$ cat config.mk
export PLATFORM = sky130hd
export DESIGN_NAME = frac_div_ctrl_flat
export DESIGN_NICKNAME = d
export VERILOG_FILES = /design/src/rtl/frac_div_ctrl_pkg.sv /design/src/rtl/frac_div_ctrl_if.sv /design/src/rtl/frac_div_ctrl_accum.sv /design/src/rtl/frac_div_ctrl.sv /design/src/flat_wrapper.sv
export SDC_FILE = /design/constraint.sdc
export NUM_CORES = 1
export LEC_CHECK = 0
export BUFFER_PORTS_ARGS = -buffer_cell sky130_fd_sc_hd__buf_2
export CORE_MARGIN = 2
export CORE_UTILIZATION = 55
export DETAILED_ROUTE_END_ITERATION = 16
export HOLD_SLACK_MARGIN = 0.08
export PLACE_DENSITY = 0.86
export SETUP_SLACK_MARGIN = 0.5
export SYNTH_ARGS = -nofsm -noshare
export SYNTH_HDL_FRONTEND = slang
export SYNTH_SLANG_ARGS = --single-unit
$ cat constraint.sdc
create_clock -name clk -period 6.3 [get_ports clk]
set_clock_uncertainty 0.1 [all_clocks]
set_input_delay 0.63 -clock clk [delete_from_list [all_inputs] [get_ports clk]]
set_output_delay 0.63 -clock clk [all_outputs]
set_load 0.01 [all_outputs]
$ cat src/rtl/frac_div_ctrl_pkg.sv
// Shared constants, FSM state type and ratio clamp for the fractional
// feedback divider controller.
package frac_div_pkg;

    localparam int DEF_NW   = 8;
    localparam int DEF_FW   = 16;
    localparam int DEF_NMIN = 4;

    typedef enum logic {
        IDLE = 1'b0,
        RUN  = 1'b1
    } state_t;

    // Integer ratios below the minimum are raised to it rather than rejected.
    function automatic int unsigned clamp_ratio(input int unsigned value,
                                                input int unsigned nmin);
        return (value < nmin) ? nmin : value;
    endfunction

endpackage

$ cat src/rtl/frac_div_ctrl_if.sv
// Configuration handshake between the loop controller and the divider.
interface frac_div_ctrl_if #(
    parameter int NW = 8,
    parameter int FW = 16
);
    logic          cfg_valid;
    logic          cfg_ready;
    logic [NW-1:0] cfg_int;
    logic [FW-1:0] cfg_frac;

    modport master (
        output cfg_valid,
        output cfg_int,
        output cfg_frac,
        input  cfg_ready
    );

    modport slave (
        input  cfg_valid,
        input  cfg_int,
        input  cfg_frac,
        output cfg_ready
    );
endinterface

$ cat src/rtl/frac_div_ctrl_accum.sv
// First-order fractional accumulator: adds the fractional word once per
// division period and reports the overflow as the period's extra cycle.
module frac_accum
    import frac_div_pkg::*;
#(
    parameter int FW = DEF_FW
) (
    input  logic          clk,
    input  logic          rst,
    input  logic          update,
    input  logic [FW-1:0] frac,
    output logic          carry_next,
    output logic          carry
);

    logic [FW-1:0] acc;
    logic [FW:0]   sum;

    assign sum        = {1'b0, acc} + {1'b0, frac};
    assign carry_next = sum[FW];

    // Phase and carry advance only at a period boundary; reset is the only clear.
    always_ff @(posedge clk or negedge rst) begin
        if (!rst) begin
            acc   <= '0;
            carry <= 1'b0;
        end else if (update) begin
            acc   <= sum[FW-1:0];
            carry <= sum[FW];
        end
    end

endmodule

$ cat src/rtl/frac_div_ctrl.sv
// Modulus controller for the PLL feedback divider. Counts prescaler clocks
// and pulses once per period of int + carry cycles, with configuration
// double-buffered and applied only at period boundaries.
module frac_div_ctrl
    import frac_div_pkg::*;
#(
    parameter int NW   = DEF_NW,
    parameter int FW   = DEF_FW,
    parameter int NMIN = DEF_NMIN
) (
    input  logic                 clk,
    input  logic                 rst,
    input  logic                 en,
    frac_div_ctrl_if.slave       cfg,
    output logic                 div_pulse,
    output logic                 carry,
    output logic [NW:0]          cur_ratio,
    output logic                 busy
);

    localparam logic [NW:0] ONE = (NW+1)'(1);

    state_t        state, state_next;
    logic [NW:0]   cnt, cnt_next;
    logic [NW:0]   ratio_next;
    logic [NW-1:0] active_int, shadow_int;
    logic [FW-1:0] active_frac, shadow_frac;
    logic          shadow_empty;
    logic          tc;
    logic          apply_now;
    logic [NW-1:0] next_int;
    logic [FW-1:0] next_frac;
    logic          carry_next;
    logic [NW:0]   tc_ratio;
    logic [NW:0]   idle_ratio;

    // Terminal count is the pulse cycle; pending configuration lands there,
    // or on the cycle after capture when the divider is idle.
    assign tc         = (state == RUN) && (cnt == '0);
    assign apply_now  = !shadow_empty && ((state == IDLE) || tc);
    assign next_int   = apply_now ? shadow_int  : active_int;
    assign next_frac  = apply_now ? shadow_frac : active_frac;
    assign tc_ratio   = {1'b0, next_int} + {{NW{1'b0}}, carry_next};
    assign idle_ratio = apply_now ? ({1'b0, shadow_int} + {{NW{1'b0}}, carry})
                                  : cur_ratio;
    assign cfg.cfg_ready = shadow_empty;

    frac_accum #(
        .FW(FW)
    ) u_accum (
        .clk        (clk),
        .rst        (rst),
        .update     (tc),
        .frac       (next_frac),
        .carry_next (carry_next),
        .carry      (carry)
    );

    // Next state, counter reload and period ratio.
    always_comb begin
        state_next = state;
        cnt_next   = cnt;
        ratio_next = cur_ratio;
        case (state)
            IDLE: begin
                ratio_next = idle_ratio;
                if (en) begin
                    state_next = RUN;
                    cnt_next   = idle_ratio - ONE;
                end
            end
            RUN: begin
                if (cnt == '0) begin
                    ratio_next = tc_ratio;
                    if (en) begin
                        cnt_next = tc_ratio - ONE;
                    end else begin
                        state_next = IDLE;
                        cnt_next   = '0;
                    end
                end else begin
                    cnt_next = cnt - ONE;
                end
            end
            default: begin
                state_next = IDLE;
                cnt_next   = '0;
            end
        endcase
    end

    // Registered FSM, counter and outputs; the pulse marks the cnt==0 cycle.
    always_ff @(posedge clk or negedge rst) begin
        if (!rst) begin
            state     <= IDLE;
            cnt       <= '0;
            cur_ratio <= (NW+1)'(NMIN);
            div_pulse <= 1'b0;
            busy      <= 1'b0;
        end else begin
            state     <= state_next;
            cnt       <= cnt_next;
            cur_ratio <= ratio_next;
            div_pulse <= (state_next == RUN) && (cnt_next == '0);
            busy      <= (state_next == RUN);
        end
    end

    // Shadow capture on handshake, then copy to the active set when applied.
    always_ff @(posedge clk or negedge rst) begin
        if (!rst) begin
            shadow_empty <= 1'b1;
            shadow_int   <= NW'(NMIN);
            shadow_frac  <= '0;
            active_int   <= NW'(NMIN);
            active_frac  <= '0;
        end else if (cfg.cfg_valid && shadow_empty) begin
            shadow_int   <= NW'(clamp_ratio(32'(cfg.cfg_int), NMIN));
            shadow_frac  <= cfg.cfg_frac;
            shadow_empty <= 1'b0;
        end else if (apply_now) begin
            active_int   <= shadow_int;
            active_frac  <= shadow_frac;
            shadow_empty <= 1'b1;
        end
    end

endmodule

$ cat src/flat_wrapper.sv
// flat-port wrapper written by rule: the top's interface ports become plain ports
module frac_div_ctrl_flat import frac_div_pkg::*;
#(
    parameter int NW   = DEF_NW,
    parameter int FW   = DEF_FW,
    parameter int NMIN = DEF_NMIN
)
  (clk, rst, en, div_pulse, carry, cur_ratio, busy, cfg_cfg_valid, cfg_cfg_int, cfg_cfg_frac, cfg_cfg_ready);
  frac_div_ctrl_if #(.NW(NW), .FW(FW)) cfg_i ();
  input  logic clk;
  input  logic rst;
  input  logic en;
  output logic div_pulse;
  output logic carry;
  output logic [NW:0] cur_ratio;
  output logic busy;
  input wire logic [$bits(cfg_i.cfg_valid)-1:0] cfg_cfg_valid;
  input wire logic [$bits(cfg_i.cfg_int)-1:0] cfg_cfg_int;
  input wire logic [$bits(cfg_i.cfg_frac)-1:0] cfg_cfg_frac;
  output wire logic [$bits(cfg_i.cfg_ready)-1:0] cfg_cfg_ready;
  assign cfg_i.cfg_valid = cfg_cfg_valid;
  assign cfg_i.cfg_int = cfg_cfg_int;
  assign cfg_i.cfg_frac = cfg_cfg_frac;
  assign cfg_cfg_ready = cfg_i.cfg_ready;
  frac_div_ctrl #(.NW(NW), .FW(FW), .NMIN(NMIN)) u_core (.clk(clk), .rst(rst), .en(en), .cfg(cfg_i), .div_pulse(div_pulse), .carry(carry), .cur_ratio(cur_ratio), .busy(busy));
endmodule
# Yosys cells after proc, flatten, opt, wreduce, memory -nomap -nowiden
# Index checks and enable logic that the tools add are counted.
[word_totals]
register_bits = 86
word_cells = 44
output_inout_bits = 13
in_bits = 28
[classes]
n_lt_le_gt_ge = 1
bitwise = 1
mux = 15
n_addsub = 6
n_eq_ne = 1
n_reduce_logical = 9
[op_table]
columns = ["operator", "count"]
rows = [
  ["$mux W9", 5],
  ["$pmux W9 S2", 2],
  ["$sub A9 B1 Y9 const B", 3],
  ["$add A8 B1 Y9", 2],
  ["$logic_not A9 Y1", 2],
  ["$add A16 B16 Y17", 1],
  ["$mux W16", 1],
  ["$mux W8", 2],
  ["$lt A8 B3 Y1 const B", 1],
  ["$logic_and A1 B1 Y1", 4],
  ["$mux W1", 4],
  ["$ne A2 B2 Y1 const B", 1],
  ["$pmux W1 S2", 1],
  ["$reduce_bool A2 Y1", 1],
  ["$logic_not A1 Y1", 1],
  ["$logic_or A1 B1 Y1", 1],
  ["$not A1 Y1", 1],
]

# Logic depth before layout (Yosys ltp)
[logic_depth]
ltp_word = 13
depth_mapped = 32
mapped_depth_nobuf = 30

# Cells and area by module
# From an unflattened synthesis, not the netlist that was laid out.
[unflattened]
hier_cells = 591
area_unflattened_um2 = 5459.0
[by_module_without_submodules]
columns = ["mod", "seq_area_each_um2", "cells_per_inst", "instances", "area_per_inst_um2"]
rows = [
  ["frac_div_ctrl", 1731.7, 438, 1, 4000.1],
  ["frac_accum", 425.4, 153, 1, 1458.9],
]

# Least setup slack after synthesis
# OpenSTA, ideal clock, no wires.
[synth_path]
kind = "register to register"
from = "register u_core.cnt[0]"
to = "register u_core.div_pulse"
stages_incl_launch_ff = 32
setup_slack_ns = -0.350
n_path_buf = 3
arrival_ns = 6.455
setup_time_ns = 0.096
required_time_ns = 6.104
synth_period_minus_slack_ns = 6.650
path_cell_list = "dfrtp_1 -> inv_1 -> ha_1 -> nor4b_4 -> a21oi_2 -> clkbuf_1 -> nor2_1 -> clkbuf_1 -> clkbuf_1 -> nand2_1 -> nand2_1 -> ha_1 -> nor2b_1 -> o21ai_0 -> a21boi_0 -> o21ai_0 -> a21boi_0 -> o211ai_1 -> a31oi_1 -> o21ai_0 -> nand2b_1 -> ha_1 -> ha_1 -> or4b_2 -> nand4_1 -> nor3_1 -> and2_1 -> o21a_1 -> a221o_1 -> nor4_1 -> nand4b_1 -> nor4_2"
[synth_between]
elab_chain_cells = 13
word_cells_on_any_way = 20
classes_between = "add/sub: 5; mux: 9; reduce/logical: 6"
[synth_lines]
columns = ["item", "line_no", "text"]
rows = [
  ["start: declaration", "frac_div_ctrl.sv:24", "logic [NW:0] cnt, cnt_next;"],
  ["start signal: assignment", "frac_div_ctrl.sv:102", "cnt <= cnt_next;"],
  ["$logic_not A9 Y1", "frac_div_ctrl.sv:39", "assign tc = (state == RUN) && (cnt == '0);"],
  ["$logic_and A1 B1 Y1", "frac_div_ctrl.sv:39", ""],
  ["$logic_or A1 B1 Y1", "frac_div_ctrl.sv:40", "assign apply_now = !shadow_empty && ((state == IDLE) || tc);"],
  ["$logic_and A1 B1 Y1", "frac_div_ctrl.sv:40", ""],
  ["$mux W16", "n/a", ""],
  ["net u_core.next_frac[2]", "frac_div_ctrl.sv:32", "logic [FW-1:0] next_frac;"],
  ["$add A16 B16 Y17", "frac_div_ctrl_accum.sv:19", "assign sum = {1'b0, acc} + {1'b0, frac};"],
  ["net u_core.carry_next", "frac_div_ctrl.sv:33", "logic carry_next;"],
  ["$add A8 B1 Y9", "frac_div_ctrl.sv:43", "assign tc_ratio = {1'b0, next_int} + {{NW{1'b0}}, carry_next};"],
  ["$sub A9 B1 Y9", "frac_div_ctrl.sv:76", "cnt_next = tc_ratio - ONE;"],
  ["$mux W9", "frac_div_ctrl.sv:75", "if (en) begin"],
  ["$mux W9", "frac_div_ctrl.sv:73", "if (cnt == '0) begin"],
  ["$pmux W9 S2", "frac_div_ctrl.sv:64", "case (state)"],
  ["net u_core.cnt_next[2]", "frac_div_ctrl.sv:24", ""],
  ["$logic_not A9 Y1", "frac_div_ctrl.sv:104", "div_pulse <= (state_next == RUN) && (cnt_next == '0);"],
  ["$logic_and A1 B1 Y1", "frac_div_ctrl.sv:104", ""],
  ["end signal: assignment", "frac_div_ctrl.sv:104", ""],
  ["end: declaration", "frac_div_ctrl.sv:15", "output logic div_pulse,"],
]
# The timed path passes the listed nets, and every way through them passes these cells.
# A chain may end at the register's enable or synchronous reset.

# Final worst setup path
[layout_path]
from = "register u_core.cnt[1]"
to = "register u_core.div_pulse"
[layout_between]
elab_chain_cells = 13
word_cells_on_any_way = 20
classes_between = "add/sub: 5; mux: 9; reduce/logical: 6"
[layout_lines]
columns = ["item", "line_no"]
rows = [
  ["$logic_not A9 Y1", "frac_div_ctrl.sv:39, frac_div_ctrl.sv:73"],
  ["$logic_and A1 B1 Y1", "frac_div_ctrl.sv:39"],
  ["$logic_or A1 B1 Y1", "frac_div_ctrl.sv:40"],
  ["$logic_and A1 B1 Y1", "frac_div_ctrl.sv:40"],
  ["$mux W16", "n/a"],
  ["$add A16 B16 Y17", "frac_div_ctrl_accum.sv:19"],
  ["$add A8 B1 Y9", "frac_div_ctrl.sv:43"],
  ["$sub A9 B1 Y9", "frac_div_ctrl.sv:76"],
  ["$mux W9", "frac_div_ctrl.sv:75"],
  ["$mux W9", "frac_div_ctrl.sv:73"],
  ["$pmux W9 S2 *", "frac_div_ctrl.sv:64"],
  ["net u_core.cnt_next[2]", "frac_div_ctrl.sv:24"],
  ["$logic_not A9 Y1 *", "frac_div_ctrl.sv:104"],
  ["$logic_and A1 B1 Y1 *", "frac_div_ctrl.sv:104"],
]
# The timed path passes the listed nets; every way through them passes the cells marked *.

==> results.sh <==
export IMPL_status="finished clean"
export IMPL_yosysTopAreaCell="dfrtp_1"
export IMPL_grt_ovfl_total=0
export IMPL_crit_top_cell="buf_4"
export IMPL_n_fill_cell=746
export IMPL_yosysTopAreaCellShare=0.3743
export IMPL_start_kind="flip-flop"
export IMPL_dpl_hpwl_mm=10.12
export IMPL_max_freq_mhz=174.5
export IMPL_layout_setup_ws_ns=0.5677
export IMPL_crit_fanout=3
export IMPL_rr_endpoint="u_core.div_pulse"
export IMPL_antenna_found_initial=0
export IMPL_multi_input_area_um2=3341
export IMPL_synth_edf_count=0
export IMPL_startpoint="u_core.cnt[1]"
export IMPL_hp_class="in2async"
export IMPL_cts_hold_buffers=0
export IMPL_dp_slack_ns=0.3384
export IMPL_drive_gt1_frac=0.2877
export IMPL_grt_max_degree=58
export IMPL_syn_inst=626
export IMPL_slowest_stage="dfrtp_1"
export IMPL_ff2ff_setup_slack_ns=0.57
export IMPL_synth_distinct_cells=68
export IMPL_core_rowCount=36
export IMPL_grtUsageMet1=0.3415
export IMPL_avgSynthCellArea_um2=8.756
export IMPL_r2r_cells=39
export IMPL_crit_arrival_ns=5.91
export IMPL_ys_ff_latch=86
export IMPL_antenna_cells=0
export IMPL_cap_violations=0
export IMPL_regToRegStartpoint="u_core.cnt[1]"
export IMPL_die_w_um=103.8
export IMPL_busiest_layer="met2"
export IMPL_dieArea_um2=10780
export IMPL_cp_num_buf_inv=33
export IMPL_syn_num_nets=680
export IMPL_powerDensity_nw_per_um2=276.3
export IMPL_vias=5084
export IMPL_design_core_area_um2=9729
export IMPL_tns_ns=0
export IMPL_critPathMaxStageDelay_ns=0.38
export IMPL_peakVddDrop_v=0.0001880
export IMPL_grt_total_usage=0.2866
export IMPL_cts_sinks=86
export IMPL_synthFlopType="dfrtp_1"
export IMPL_clockRootBuffer="clkbuf_8"
export IMPL_rsz0062_at_grt="true"
export IMPL_port_buffers=40
export IMPL_critical_path_class="reg2reg"
export IMPL_final_hold_viol_count=0
export IMPL_timing_slew_headroom=0.2417
export IMPL_num_io_pins=41
export IMPL_synth_warnings=0
export IMPL_min_period_ns=5.732
export IMPL_routedWlPerCell_um=18.02
export IMPL_path_clk_slew_ns=0.10
export IMPL_place_congestion=0.9231
export IMPL_slew_violations=0
export IMPL_setup_viol=0
export IMPL_power_mw=1.860
export IMPL_p_leak_nw=3.268
export IMPL_ant_nets=0
export IMPL_area_delta_synth_final_pct=22.80
export IMPL_netlist_area_um2=5482
export IMPL_grt_pass1_vias=5086
export IMPL_critPathCapture="u_core.div_pulse"
export IMPL_ys_seq_area_frac=0.3935
export IMPL_drc_errors=0
export IMPL_worst_pin_slew_ns=1.135
export IMPL_end_kind="flip-flop"
export IMPL_clk_latency_ns=0.37
export IMPL_finalCritPeriodShare=0.9099
export IMPL_routed_via_density=5.939
export IMPL_fp_dieH_um=103.8
export IMPL_routed_wl_mm=15.43
export IMPL_crit_required_ns=6.48
export IMPL_grt_pass1_wl_mm=24.63
export IMPL_seq_area_um2=2157
export IMPL_cts_buffer_depth=2
export IMPL_use_met2=0.4991
export IMPL_cts_max_level=3
export IMPL_start_util=0.5634
export IMPL_ys_top_cells_by_area="dfrtp_1 (37%), nand2_1 (9.4%), ha_1 (5.7%)"
export IMPL_drtIter0Drc=368
export IMPL_finish_net_count=772
export IMPL_cts_buffers=9
export IMPL_cts_tree="done"
export IMPL_synthArstFlopShare=1.000
export IMPL_cp_num_cells=39
export IMPL_cp_top_family="buffers and inverters"
export IMPL_use_met3=0.05475
export IMPL_drt_pass1_iter_count=5
## Yosys cell counts, types with 3 or more instances
master    number
a211oi_1       6
o41ai_1        3
o211ai_1       5
nand3b_1       4
a21boi_0       3
o21ai_1        3
and3_1         6
o31ai_1        6
nor2_1        36
nor3_1        16
mux2_2        23
dfrtp_1       82
nand4_1       10
inv_1         22
nor4_1         5
nor2b_1        6
mux2i_1        9
clkbuf_1      26
a21o_1         3
a31oi_1        5
xnor2_1       18
nand4b_1       3
nand2b_1       4
a21oi_1       20
dfstp_2        4
or2_2          3
o21a_1         3
nand3_1       19
xor2_1        14
or3_1          4
and2_1         7
o21ai_0       40
ha_1          25
nand2_1      138
## per-stage QoR
stage	cells	cell area, um2	util	hold WS [ns]
CTS	853	6563	0.6745	0.09213
detailed placement	787	5901	0.6065	0.3571
global placement	787	5901	0.6065	0.3509
global route	856	6731	0.6919	0.1074
floorplan	626	5554	-	0.2344
finish	856	6731	0.6919	0.08645
## what timing repair did
| action | CTS | global route |
|---|---|---|
| endpoints found under the setup margin | 1 | 6 |
| cloned | 0 | 0 |
| pin swaps | 19 | 27 |
| buffers inserted | 50 | 3 |
| gates resized for setup | 13 | 30 |
## power breakdown
part | switching (mW) | internal, mW | total, mW | leakage [nW]
Clock | 0.218 | 0.268 | 0.486 | 0.123
Combinational | 0.273 | 0.330 | 0.602 | 2.04
Sequential | 0.125 | 0.646 | 0.772 | 1.11
Total | 0.616 | 1.24 | 1.86 | 3.27
## layer usage
metal / part of all wire / vias up
li1: - / 2378
met1: 0.39 / 2447
met2: 0.51 / 209
met3: 0.055 / 50
met4: 0.040 / 0
met5: 0 / -
## kinds of logic after synthesis
group | count (synthesis) | share of synthesized area
multiplexers | 33 | 0.06620
XOR/XNOR | 32 | 0.05113
adder cells (fa/ha/maj) | 26 | 0.06072
flip-flops | 86 | 0.3935
AO/OA/AOI/OAI | 122 | 0.1491
buffers and inverters | 52 | 0.03606
AND/OR/NAND/NOR | 275 | 0.2433
## cells in the final DEF, fill, tap and decap left out, types with 10 or more instances in the layout
cell     instances
buf_4           68
nor3_1          12
a21oi_1         19
o21ai_0         36
inv_1           17
nand4_1         10
buf_2           39
nand2_1        134
dfrtp_1         82
xor2_1          13
nand3_1         19
mux2_2          22
xnor2_1         18
ha_1            17
nor2_1          35
## flip-flops by register name, indices dropped and copies added (netlist names)
register / flops
u_core.cur_ratio: 9
u_core.u_accum.acc: 16
u_core.shadow_int: 8
u_core.div_pulse: 1
u_core.busy: 1
u_core.cnt: 9
u_core.active_frac: 16
u_core.shadow_frac: 16
u_core.u_accum.carry: 1
u_core.cfg.cfg_ready: 1
u_core.active_int: 8
## worst min path at each step
stage	startpoint	endpoint	slack, ns	depth (start not counted)
detailed placement	u_core.active_frac[5]	u_core.active_frac[5]	0.36	2
CTS	rst	u_core.cnt[5]	0.09	1
floorplan	rst	u_core.active_frac[0]	0.23	0
finish	rst	u_core.cnt[5]	0.09	1
global route	rst	u_core.cnt[5]	0.11	1
global placement	u_core.active_frac[9]	u_core.active_frac[9]	0.35	2
## final cells by class
type,count,area share
clock buffer,10,0.01896
inverter,24,0.01375
tap,133,0.02472
timing repair buffer,109,0.1082
multi-input combinational,488,0.4963
clock inverter,6,0.01766
sequential,86,0.3204
(Power assumes the default switching activity.)
